$ cat src/rtl/issue_ctrl.sv
// Issue controller: holds one decoded instruction, blocks it on scoreboard hazards
// or an unresolved branch, and hands it to execute over a valid/ready handshake.
module issue_ctrl #(
    parameter int cRegNum    = 32,
    parameter int cAddrW     = 5,
    parameter int cStallCntW = 16
) (
    input  logic                  iClk,
    input  logic                  iRst,
    input  logic                  iDecValid,
    output logic                  oDecReady,
    input  logic [cAddrW-1:0]     iRs1Addr,
    input  logic [cAddrW-1:0]     iRs2Addr,
    input  logic [cAddrW-1:0]     iRdAddr,
    input  logic                  iUsesRs1,
    input  logic                  iUsesRs2,
    input  logic                  iWritesRd,
    input  logic                  iIsBranch,
    input  logic                  iFlushPipe,
    input  logic                  iBrResolved,
    input  logic                  iWbValid,
    input  logic [cAddrW-1:0]     iWbAddr,
    input  logic                  iExReady,
    output logic                  oIssueValid,
    output logic [cAddrW-1:0]     oIssueRs1Addr,
    output logic [cAddrW-1:0]     oIssueRs2Addr,
    output logic [cAddrW-1:0]     oIssueRdAddr,
    output logic [cRegNum-1:0]    oScoreboard,
    output logic                  oBrPending,
    output logic [cStallCntW-1:0] oStallCnt
);

    typedef enum logic [1:0] {
        ST_EMPTY   = 2'd0,
        ST_HELD    = 2'd1,
        ST_BR_WAIT = 2'd2
    } state_t;

    state_t                  state_q, state_d;
    logic [cAddrW-1:0]       rs1_q, rs1_d, rs2_q, rs2_d, rd_q, rd_d;
    logic                    uses_rs1_q, uses_rs1_d, uses_rs2_q, uses_rs2_d;
    logic                    writes_rd_q, writes_rd_d, is_br_q, is_br_d;
    logic [cRegNum-1:0]      sb_q, sb_d;
    logic [cStallCntW-1:0]   cnt_q, cnt_d;

    logic hazard, issue_valid, issue, dec_ready, accept;

    always_ff @(posedge iClk) begin
        if (!iRst) begin
            state_q     <= ST_EMPTY;
            rs1_q       <= '0;
            rs2_q       <= '0;
            rd_q        <= '0;
            uses_rs1_q  <= 1'b0;
            uses_rs2_q  <= 1'b0;
            writes_rd_q <= 1'b0;
            is_br_q     <= 1'b0;
            sb_q        <= '0;
            cnt_q       <= '0;
        end else begin
            state_q     <= state_d;
            rs1_q       <= rs1_d;
            rs2_q       <= rs2_d;
            rd_q        <= rd_d;
            uses_rs1_q  <= uses_rs1_d;
            uses_rs2_q  <= uses_rs2_d;
            writes_rd_q <= writes_rd_d;
            is_br_q     <= is_br_d;
            sb_q        <= sb_d;
            cnt_q       <= cnt_d;
        end
    end

    always_comb begin
        // Hazard looks only at the registered scoreboard: no writeback bypass.
        hazard = (uses_rs1_q  && (rs1_q != '0) && sb_q[rs1_q]) ||
                 (uses_rs2_q  && (rs2_q != '0) && sb_q[rs2_q]) ||
                 (writes_rd_q && (rd_q  != '0) && sb_q[rd_q]);
        // Flush overrides both issue and accept for the cycle it is asserted.
        issue_valid = iRst && (state_q == ST_HELD) && !hazard && !iFlushPipe;
        issue       = issue_valid && iExReady;
        dec_ready   = iRst && !iFlushPipe &&
                      ((state_q == ST_EMPTY) || ((state_q == ST_HELD) && issue && !is_br_q));
        accept      = iDecValid && dec_ready;

        state_d     = state_q;
        rs1_d       = rs1_q;
        rs2_d       = rs2_q;
        rd_d        = rd_q;
        uses_rs1_d  = uses_rs1_q;
        uses_rs2_d  = uses_rs2_q;
        writes_rd_d = writes_rd_q;
        is_br_d     = is_br_q;
        sb_d        = sb_q;
        cnt_d       = cnt_q;

        if (accept) begin
            rs1_d       = iRs1Addr;
            rs2_d       = iRs2Addr;
            rd_d        = iRdAddr;
            uses_rs1_d  = iUsesRs1;
            uses_rs2_d  = iUsesRs2;
            writes_rd_d = iWritesRd;
            is_br_d     = iIsBranch;
        end

        case (state_q)
            ST_EMPTY: begin
                if (accept) state_d = ST_HELD;
            end
            ST_HELD: begin
                if (iFlushPipe)   state_d = ST_EMPTY;
                else if (issue)   state_d = is_br_q ? ST_BR_WAIT : (accept ? ST_HELD : ST_EMPTY);
            end
            ST_BR_WAIT: begin
                if (iBrResolved) state_d = ST_EMPTY;
            end
            default: state_d = ST_EMPTY;
        endcase

        // Clear first so a same-cycle set on the same register wins.
        if (iWbValid && (iWbAddr != '0)) sb_d[iWbAddr] = 1'b0;
        if (issue && writes_rd_q && (rd_q != '0)) sb_d[rd_q] = 1'b1;
        sb_d[0] = 1'b0;

        if ((state_q == ST_HELD) && !issue && (cnt_q != '1))
            cnt_d = cnt_q + cStallCntW'(1);
    end

    assign oDecReady     = dec_ready;
    assign oIssueValid   = issue_valid;
    assign oIssueRs1Addr = rs1_q;
    assign oIssueRs2Addr = rs2_q;
    assign oIssueRdAddr  = rd_q;
    assign oScoreboard   = sb_q;
    assign oBrPending    = (state_q == ST_BR_WAIT);
    assign oStallCnt     = cnt_q;

endmodule

$ cat config.mk
export PLATFORM = sky130hd
export DESIGN_NAME = issue_ctrl
export DESIGN_NICKNAME = d
export VERILOG_FILES = /design/src/rtl/issue_ctrl.sv
export SDC_FILE = /design/constraint.sdc
export NUM_CORES = 1
export LEC_CHECK = 0
export ABC_AREA = 1
export CELL_PAD_IN_SITES_DETAIL_PLACEMENT = 0
export CELL_PAD_IN_SITES_GLOBAL_PLACEMENT = 1
export CORE_ASPECT_RATIO = 1.75
export CORE_MARGIN = 4
export CORE_UTILIZATION = 38
export CTS_CLUSTER_SIZE = 14
export DETAILED_ROUTE_END_ITERATION = 12
export PLACE_DENSITY = 0.86
export SLEW_MARGIN = 20
export SYNTH_ARGS = -nofsm -noshare
export SYNTH_HDL_FRONTEND = slang
export SYNTH_SLANG_ARGS = --single-unit
$ cat constraint.sdc
create_clock -name iClk -period 4.1 [get_ports iClk]
set_input_delay 0.82 -clock iClk [delete_from_list [all_inputs] [get_ports iClk]]
set_output_delay 0.82 -clock iClk [all_outputs]
set_load 0.03 [all_outputs]
Word-level counts from Yosys, hierarchy flattened --
Index checks and enable logic that the tools add are counted.
Word-level totals: register bits after elaboration 69, bits in latches 0, bits in writable memories 0, memory bits (read-only) 0, output and inout port bits 66, word-level logic and storage cells 81, memories 0
Cells by class: add/sub/neg operators 1, $mul 0, div/mod/pow operators 0, $lt $le $gt $ge 6, equality and inequality tests 6, shift-type cells 0, muxes and demuxes 19, bitwise logic cells 3, reduce and logical (&&, ||, !) cells 35
Operators by type and width (number):
- $mux W32 | 2
- $and A32 B32 Y32 | 1
- $not A32 Y32 | 1
- $or A32 B32 Y32 | 1
- $lt A5 B6 Y1 const B | 4
- $logic_and A1 B1 Y1 | 22
- $reduce_bool A5 Y1 | 4
- $add A16 B1 Y16 const B | 1
- $ne A16 B16 Y1 const B | 1
- $bmux W1 S5 | 3
- $demux W1 S5 | 2
- $ge A5 B1 Y1 const B | 2
- $mux W2 | 5
- $mux W1 | 6
- $pmux W2 S3 | 1
- $logic_not A1 Y1 | 4
- $ne A2 B2 Y1 const B | 2
- $logic_or A1 B1 Y1 | 3
- $ne A3 B3 Y1 const B | 1
- $reduce_and A3 Y1 | 1
- $eq A2 B1 Y1 const B | 1
- $eq A2 B2 Y1 const B | 1
- $logic_not A2 Y1 | 1

Longest topological paths before layout --
Gate-level depths: netlist of the first run.
depth after elaboration 19, mapped depth 21

Worst setup path before layout of the first run --
OpenSTA, ideal clock, no wires.
kind input to output, from input port iRst, to output port oDecReady, arrival 2.375 ns, data required time 3.280 ns, path slack 0.905 ns, stages 7, buffers on the path 1, path through clkbuf_1 inv_2 nor3_1 nand2_2 nor2_4 nand4_2 a21boi_0
Between the ends: cells in the longest elaborated chain, start to end 8, elaborated cells between the ends (all ways) 9, classes of those cells reduce/logical: 9
Ends and longest elaborated chain:
- from (decl) | RTL line 9 | input logic iRst,
- $logic_and A1 B1 Y1 (3 in series) | RTL line 80 | issue_valid = iRst && (state_q == ST_HELD) && !hazard && !iFlushPipe;
- $logic_and A1 B1 Y1 | RTL line 81 | issue = issue_valid && iExReady;
- $logic_and A1 B1 Y1 (2 in series) | RTL line 83 | ((state_q == ST_EMPTY) || ((state_q == ST_HELD) && issue && !is_br_q));
- $logic_or A1 B1 Y1 | RTL line 83
- $logic_and A1 B1 Y1 * | RTL line 82 | dec_ready = iRst && !iFlushPipe &&
- to (decl) | RTL line 11 | output logic oDecReady,
Mark *: on every way between the ends. The rest lies on a longest branch, timed or not.

Worst setup path after layout of the first run --
from register rs1_q[0], in the netlist oIssueRs1Addr[0], to output port oDecReady
Between the ends: cells in the longest elaborated chain, start to end 13, elaborated cells between the ends (all ways) 15, classes of those cells mux: 2; reduce/logical: 13
Ends and longest elaborated chain:
- from (decl) | RTL line 40 | logic [cAddrW-1:0] rs1_q, rs1_d, rs2_q, rs2_d, rd_q, rd_d;
- from (signal assigned) | RTL line 62 | rs1_q <= rs1_d;
- $bmux W1 S5 or $reduce_bool A5 Y1 (tied branches) | RTL line 76 | hazard = (uses_rs1_q && (rs1_q != '0) && sb_q[rs1_q]) ||
- $mux W1 (not written as such) or $logic_and A1 B1 Y1 (tied branches) | RTL line 76
- $logic_and A1 B1 Y1 * | RTL line 76
- $logic_or A1 B1 Y1 * | RTL line 76
- $logic_or A1 B1 Y1 * | RTL line 77 | (uses_rs2_q && (rs2_q != '0) && sb_q[rs2_q]) ||
- $logic_not A1 Y1 * | RTL line 80
- $logic_and A1 B1 Y1 * (2 in series) | RTL line 80
- $logic_and A1 B1 Y1 * | RTL line 81
- $logic_and A1 B1 Y1 * (2 in series) | RTL line 83
- $logic_or A1 B1 Y1 * | RTL line 83
- $logic_and A1 B1 Y1 * | RTL line 82
Mark *: on every way between the ends. The rest lies on a longest branch, timed or not. The select of a mux whose other input is x is not followed.

==> results of run 1 <==
## per-stage QoR
| step | utilization | setup WS, ps | hold slack (ps) | std cells |
|---|---|---|---|---|
| after CTS | 0.4875 | 597.0 | 484.3 | 957 |
| after global placement | 0.4618 | 857.6 | 469.1 | 942 |
| after detailed placement | 0.4618 | 733.0 | 472.1 | 942 |
| after floorplan | - | 904.8 | 497.0 | 747 |
| after global routing | 0.4875 | 350.6 | 524.6 | 957 |
| final | 0.4875 | 613.2 | 484.4 | 957 |
## critical path, stage by stage (launching register included)
cell	delay (ps)
sky130_fd_sc_hd__dfxtp_1	800
sky130_fd_sc_hd__inv_1	240
sky130_fd_sc_hd__o21ai_0	190
sky130_fd_sc_hd__o21ai_0	100
sky130_fd_sc_hd__a21oi_1	130
sky130_fd_sc_hd__nand3_1	90
sky130_fd_sc_hd__nand3_1	200
sky130_fd_sc_hd__nand4_2	150
sky130_fd_sc_hd__a21boi_0	220
sky130_fd_sc_hd__buf_4	200
## cells by family (layout without fill, tap and decap cells)
logic type | Yosys count | after routing | synth area share
buffers and inverters | 153 | 226 | 0.1471
other | 1 | 1 | 0.0008136
xor gates and xnor gates | 12 | 12 | 0.02280
adders and majority gates | 1 | 1 | 0.002714
AOI/OAI and AO/OA | 119 | 119 | 0.1365
and+or+nand+nor | 393 | 393 | 0.3947
DFF | 68 | 68 | 0.2953
## registers in the layout, summed over array words and instances (netlist names)
signal / flops
oIssueRs1Addr: 5
oScoreboard: 31
writes_rd_q: 1
oStallCnt: 16
is_br_q: 1
uses_rs1_q: 1
uses_rs2_q: 1
oIssueRs2Addr: 5
oIssueRdAddr: 5
state_q: 2
## how the worst min path moves through the flow
stage | endpoint | slack, ps | cells past startpoint
2_1_floorplan | uses_rs2_q | 500 | 4
3_3_place_gp | oStallCnt[15] | 470 | 2
3_5_place_dp | oStallCnt[15] | 470 | 2
4_1_cts | oStallCnt[15] | 480 | 2
5_1_grt | oStallCnt[11] | 520 | 2
6_report | oStallCnt[15] | 480 | 2
## per-layer routing
metal / vias up / part of all wire / GRT usage / routed length, um
met5: - / 0 / 0 / 0
met4: 0 / 0.041 / 0.1129 / 663
met3: 44 / 0.049 / 0.03818 / 787
met2: 194 / 0.53 / 0.4174 / 8550
met1: 2412 / 0.38 / 0.2505 / 6029
li1: 2563 / - / - / -
## power breakdown
| group | internal, uW | switching (uW) |
|---|---|---|
| clock | 527 | 292 |
| combinational | 82.7 | 147 |
| sequential | 673 | 20.6 |
| total | 1280 | 459 |
## synthesized netlist by cell type, types with 2 or more instances
cell type | count | area [um2]
sky130_fd_sc_hd__nand2_1 | 201 | 754.5
sky130_fd_sc_hd__nor4_1 | 2 | 12.51
sky130_fd_sc_hd__dfxtp_1 | 68 | 1361
sky130_fd_sc_hd__buf_6 | 9 | 101.4
sky130_fd_sc_hd__nor3_1 | 21 | 105.1
sky130_fd_sc_hd__or2_2 | 4 | 25.02
sky130_fd_sc_hd__xor2_1 | 10 | 87.58
sky130_fd_sc_hd__buf_1 | 2 | 7.510
sky130_fd_sc_hd__o211ai_1 | 9 | 67.56
sky130_fd_sc_hd__inv_1 | 100 | 375.4
sky130_fd_sc_hd__nor2_4 | 2 | 22.52
sky130_fd_sc_hd__nand2_2 | 2 | 12.51
sky130_fd_sc_hd__inv_2 | 8 | 30.03
sky130_fd_sc_hd__o21ai_0 | 46 | 230.2
sky130_fd_sc_hd__a21oi_1 | 60 | 300.3
sky130_fd_sc_hd__buf_4 | 4 | 30.03
sky130_fd_sc_hd__nand3_1 | 48 | 240.2
sky130_fd_sc_hd__clkbuf_1 | 14 | 52.55
sky130_fd_sc_hd__nor2_2 | 11 | 68.82
sky130_fd_sc_hd__a21boi_0 | 2 | 15.01
sky130_fd_sc_hd__nor2_1 | 37 | 138.9
sky130_fd_sc_hd__nor3_2 | 2 | 20.02
sky130_fd_sc_hd__nand4_1 | 56 | 350.3
sky130_fd_sc_hd__xnor2_1 | 2 | 17.52
sky130_fd_sc_hd__buf_2 | 15 | 75.07
## layout make-up
type	count	area [um2]	area share
clock inverters	5	77.57	0.01333
multi-input cells	526	2570	0.4416
well taps	137	171.4	0.02946
clock buffers	10	229.0	0.03935
flip-flops and latches	68	1361	0.2339
inverters	109	411.6	0.07074
repair buffers	102	998.5	0.1716
==> results.txt, run 1 <==
- CP startpoint kind: flop
- Unrepaired setup endpoints after global routing: no
* Last element of the critical path: oDecReady
- The worst register-to-register path has a setup slack of 750 ps.
- Post-cts repair resize count: 0
* Fin Clk Skew: between 8 and 9 ps
- DRC errors left: 0
- Number of antenna violations at the first check in global routing: 0
- Cell area after synthesis: approximately 4600 um2
* Cells on worst reg2reg path: 12
* Via density per instance: roughly 5.4
- GPL Wtd Cong: 0.9033
- Fraction of layout cells with a size suffix above 1: 0.06951
* RR Endpoint: oIssueRs2Addr[3]
- Final Cycle Share: 0.8504
- Number of inserted filler cells in the final layout: around 1300
- Area growth from synthesis to layout: 26.25%
- Setup fix buffers added after clock tree synthesis: 0
- The final number of max-transition violations came to 0.
* Final WL: 16.03 mm
- Fmax achieved: approximately 290 MHz
- Pre-antenna DRT Iters: 5
- Number of setup violations in the final report: 0
* Remaining global-route overflow: 0
- For the worst-skew pair, the clock arrives at the later sink with an insertion delay of 340 ps.
* Placed standard-cell area: about 5500 um2
- In the final timing run, aggregate negative setup slack is 0 ps.
* Routed via count: approximately 5200
* Die W: just over 90 um
* Outcome: complete, no violations
- The die is between 150 and 200 um tall.
- For this design the top-level I/O count stands at a little under 100.
- Synthesis produced a netlist with a net count of 779.
- DP HPWL: around 12 mm
- Entering global routing, the biggest net connects 45 pins.
* # diodes: 0
- At the end of the flow, the number of nets in the layout was around 850.
- In this run the core area contains 53 standard-cell rows.
- Endpoint type of the worst setup path: output pin
* Effective utilization at floorplan: 0.3862
* Number of sinks handled by clock tree synthesis: 68
* Number of buffers added by the clock tree synthesis step: 9
- Max transition margin: 0.4784
- Min-delay src: oStallCnt[15]
* Most frequently used flop master after synthesis: sky130_fd_sc_hd__dfxtp_1
* Total power: approximately 1700 uW
- Buffers placed on the I/O ports in this run total 95.
* Share of async-settable or async-resettable flops after synthesis: 0
* Post-synthesis cell count: about 750
- In this run the static leakage power is roughly 0.0023 uW.
- Clk slew on worst S/H paths: 60 ps
- In the final routed layout, each cell accounts on average for about 17 um.
- For this run, the total global-route usage over all layers was measured as 0.2282.
* Minimum clock period after layout: ~3500 ps
* Worst setup path start: oIssueRs1Addr[0]
- The count of final hold-check violations came to 0.
* Commonest non-fill, non-tap cells in the layout: 201 x sky130_fd_sc_hd__nand2_1, 100 x sky130_fd_sc_hd__inv_1, 93 x sky130_fd_sc_hd__clkdlybuf4s50_1
- Post-route ant nets: 0
- CTS Root Cell: sky130_fd_sc_hd__clkbuf_16
* Maximum net fanout on the critical path: 27
* Post-route cell area: between 5000 and 6000 um2
- Quantity of hold-fixing buffers added after cts: 0
- Worst Max-Slew Pin Slew: between 700 and 800 ps
* DIE AREA: 14030 um2
- The tool flagged a number of max-cap violations equal to 0.
- Area inside the core boundary: ~12000 um2
- Required @ worst endpoint: roughly 3300 ps
* Htree depth: 3
- Hold Path Class: flop to flop
* Average size of a mapped cell: 6.171 um2
- The via count of the first global-routing pass is 4976.
- Detailed Route Iter0 Violations: between 300 and 400
- Reg2reg start: oIssueRs1Addr[0]
- Yosys printed 0 warnings.
- Of the synthesized area, sequential elements account for 0.2953.
- Count of flip-flops with a built-in enable after synthesis: 0
- Number of synthesized register bits: between 60 and 70
* Category of the critical setup timing path: flop to output pin
- Power per cell area: about 300 nW/um2
* WP data arrival: roughly 2700 ps
- The clock passes through at most 2 buffers.
- TritonCTS built the clock tree.
* First-pass GRT wire length: 25.76 mm
- Distinct cell type count after synthesis: 37
* Most common cell after layout, fill and taps aside: sky130_fd_sc_hd__nand2_1
- Worst VDD drop: between 0.2 and 0.3 mV
(Power assumes the default switching activity.)
==> run 2, diff against run 1 <==
Settings changed: GPL_TIMING_DRIVEN set to 0.
Clock period 4.1 ns to 4.05 ns, I/O delays scaled along.
==> results.txt, run 2 (synthesis gave the netlist of run 1 again) <==
- Outcome: complete, no violations
- The total wire length came to 16.98 mm (+6.0%).
- The number of flip-flops in the largest register was 31 (unchanged).
- Pre-antenna DRT Iters: 5 (unchanged)
* Max transition margin: 0.4336 (-0.04485)
- The sink count of the clock tree is 68 (unchanged).
- Clock tree from TritonCTS: built
- The maximum level of the CTS H-tree is 3 (unchanged).
- The proportion of layout cells with a drive suffix above 1 came to 0.09112 (+0.02161).
* Maximum clock path buffer count: 2 (unchanged)
- Detailed Route Iter0 Violations: 336 (+2.4%)
- The clock-pin slew reported for the worst setup and hold paths after clock tree synthesis came to 60 ps (about the same).
- Count of input and output buffers: 93 (-2.1%)
- The overall die width is 91.26 um (unchanged).
- First-pass GRT wire length: 26.67 mm (+3.5%)
* Area inside the core boundary: 11940 um2 (unchanged)
- The final weighted congestion of routability-driven global placement was 0.9394 (+4.0%).
- The site row count came to 53 (unchanged).
- The number of antenna violations at the first check in global routing came to 0 (unchanged).
- The post-layout total power came to 1744 uW (+0.19%).
* Area growth from synthesis to layout: 30.46%
- Post-cts repair resize count: 0 (unchanged)
- The tree is rooted in a sky130_fd_sc_hd__clkbuf_16.
- STA classifies the critical path startpoint as a flop.
* Hold Path Class: flop to flop
- Fin nets: 883 (+4.1%)
- GRT Resource Usage Total: 0.2397 (+0.01145)
- DIE AREA: 14030 um2 (unchanged)
* Clock latency of the later-clocked register in the worst-skew pair: 330 ps (about the same)
- Worst setup margin: 251.5 ps (-361.7 ps)
* DRC errors left: 0 (unchanged)
- The utilization after layout was 0.5038 (+0.01625).
* Routed via count: 5350 (+2.6%)
* Fin Clk Skew: 7.018 ps (-1.506 ps)
- The via count normalized by instance count is 5.388 (-1.1%).
* Vias in the first global route: 5294 (+6.4%)
* # diodes: 0 (unchanged)
- Effective utilization at floorplan: 0.3862 (unchanged)
* Die height: 153.7 um (unchanged)
- Subtracting the final worst setup slack from the clock period gives ~3800 ps.
* Number of buffers added by the clock tree synthesis step: 9 (unchanged)
- Number of setup violations in the final report: 0 (unchanged)
* Post-route ant nets: 0 (unchanged)
- The post-cts hold buffer count was 0 (unchanged).
- Endpoint type of the worst setup path: output pin
- Setup fix buffers added after clock tree synthesis: 0 (unchanged)
* Fmax achieved: ~260 MHz
- The number of max-cap violations was 0 (unchanged).
- Commonest non-fill, non-tap cells in the layout: 201 x sky130_fd_sc_hd__nand2_1, 100 x sky130_fd_sc_hd__inv_1, 93 x sky130_fd_sc_hd__clkdlybuf4s50_1
* Most common cell after layout, fill and taps aside: sky130_fd_sc_hd__nand2_1
- Worst Max-Slew Pin Slew: 843.2 ps (+62.97 ps)
- Io pins: 97 (unchanged)
- Worst VDD drop: 0.2637 mV (+0.99%)
* Category of the critical setup timing path: flop to output pin
- Worst setup timing slack at the placement stage: 433.0 ps (-300.0 ps)
* Worst hold margin: 485.4 ps (+0.9830 ps)
- Setup repair after global routing left no endpoint under its margin.
- Average routed wire per standard cell: 17.10 um (+2.1%)
- The biggest fanout along the worst timing path was 6 (-78%).
- The global-route congestion overflow total came to 0 (unchanged).
- The count of final hold-check violations is 0 (unchanged).
- The final number of max-transition violations is 0 (unchanged).
* Fin Setup TNS: 0 ps (unchanged)
- The leakage power summed over all cells is 0.002449 uW (+4.5%).
- Maximum number of pins on one net before global-route repair: 14 (-69%)
* Final Cycle Share: 0.9379
- Power per cell area: 290.1 nW/um2 (-3.0%)
- The data arrival time at the worst-slack endpoint was 2990 ps (+320 ps).
- The HPWL after detailed placement was 13.37 mm (+10%).
* Required @ worst endpoint: 3240 ps (-40 ps)
[run 2: cell count changes in the layout (fill, tap and decap cells not counted)]
cell                         previous run  this run
sky130_fd_sc_hd__clkbuf_1               1        14
sky130_fd_sc_hd__clkinvlp_4             1         2
sky130_fd_sc_hd__clkinv_4               0         2
sky130_fd_sc_hd__bufinv_16              2         1
sky130_fd_sc_hd__clkinv_2               2         1
sky130_fd_sc_hd__buf_4                  9         4
sky130_fd_sc_hd__buf_6                  0         9
sky130_fd_sc_hd__buf_2                  0        15
sky130_fd_sc_hd__inv_6                  0         1
sky130_fd_sc_hd__buf_1                  0         2
[run 2: power by group]
part           total, uW  switching (uW)  internal [uW]
clock                797             317            480
sequential           693            12.4            681
combinational        255             162           93.1
[run 2: cell type report]
class	instances	area (um2)
inverters	109	411.6
multi-input cells	526	2570
flip-flops and latches	68	1361
well taps	137	171.4
clock inverters	7	76.32
fillers	1267	5923
repair buffers	93	930.9
plain buffers	44	266.5
clock buffers	9	225.2
[run 2: path summary, 6_finish.rpt]
path,from,depth (start not counted),slack [ps],to
worst max-delay path,oIssueRdAddr[4],12,250,oDecReady
worst min-delay path,oStallCnt[15],2,490,oStallCnt[15]
worst max register to register,oIssueRdAddr[4],14,1380,oStallCnt[6]
worst min register to register,oStallCnt[15],2,490,oStallCnt[15]
[run 2: routing by layer]
layer,vias up,wire (um),global-route usage
li1,2643,-,-
met1,2446,6286,0.2498
met2,203,9043,0.4466
met3,58,795,0.04014
met4,0,858,0.1331
met5,-,0,0
[run 2: metrics by stage]
| stage | area (um2) | std cells |
|---|---|---|
| floorplan | 4609 | 747 |
| global placement | 5712 | 977 |
| detailed placement | 5712 | 977 |
| CTS | 6013 | 993 |
| global route | 6013 | 993 |
| finish | 6013 | 993 |
[run 2: critical path, cell delays in order (launching register included)]
cell                              delay (ps)
sky130_fd_sc_hd__dfxtp_1                 470
sky130_fd_sc_hd__inv_1                   160
sky130_fd_sc_hd__nor3_1                  670
sky130_fd_sc_hd__nand2_1                 110
sky130_fd_sc_hd__nand2_1                  90
sky130_fd_sc_hd__nor2_1                   40
sky130_fd_sc_hd__nand2_1                  70
sky130_fd_sc_hd__nand2_1                 100
sky130_fd_sc_hd__nand2_2                  90
sky130_fd_sc_hd__nor2_4                   50
sky130_fd_sc_hd__nand4_2                  90
sky130_fd_sc_hd__a21boi_0                110
sky130_fd_sc_hd__clkdlybuf4s50_1         610
==> run 3, diff against run 2 <==
Settings changed: TNS_END_PERCENT set to 10.
==> results of run 3 <==
Same layout as run 2: the final DEF is identical, and so are final timing and power.
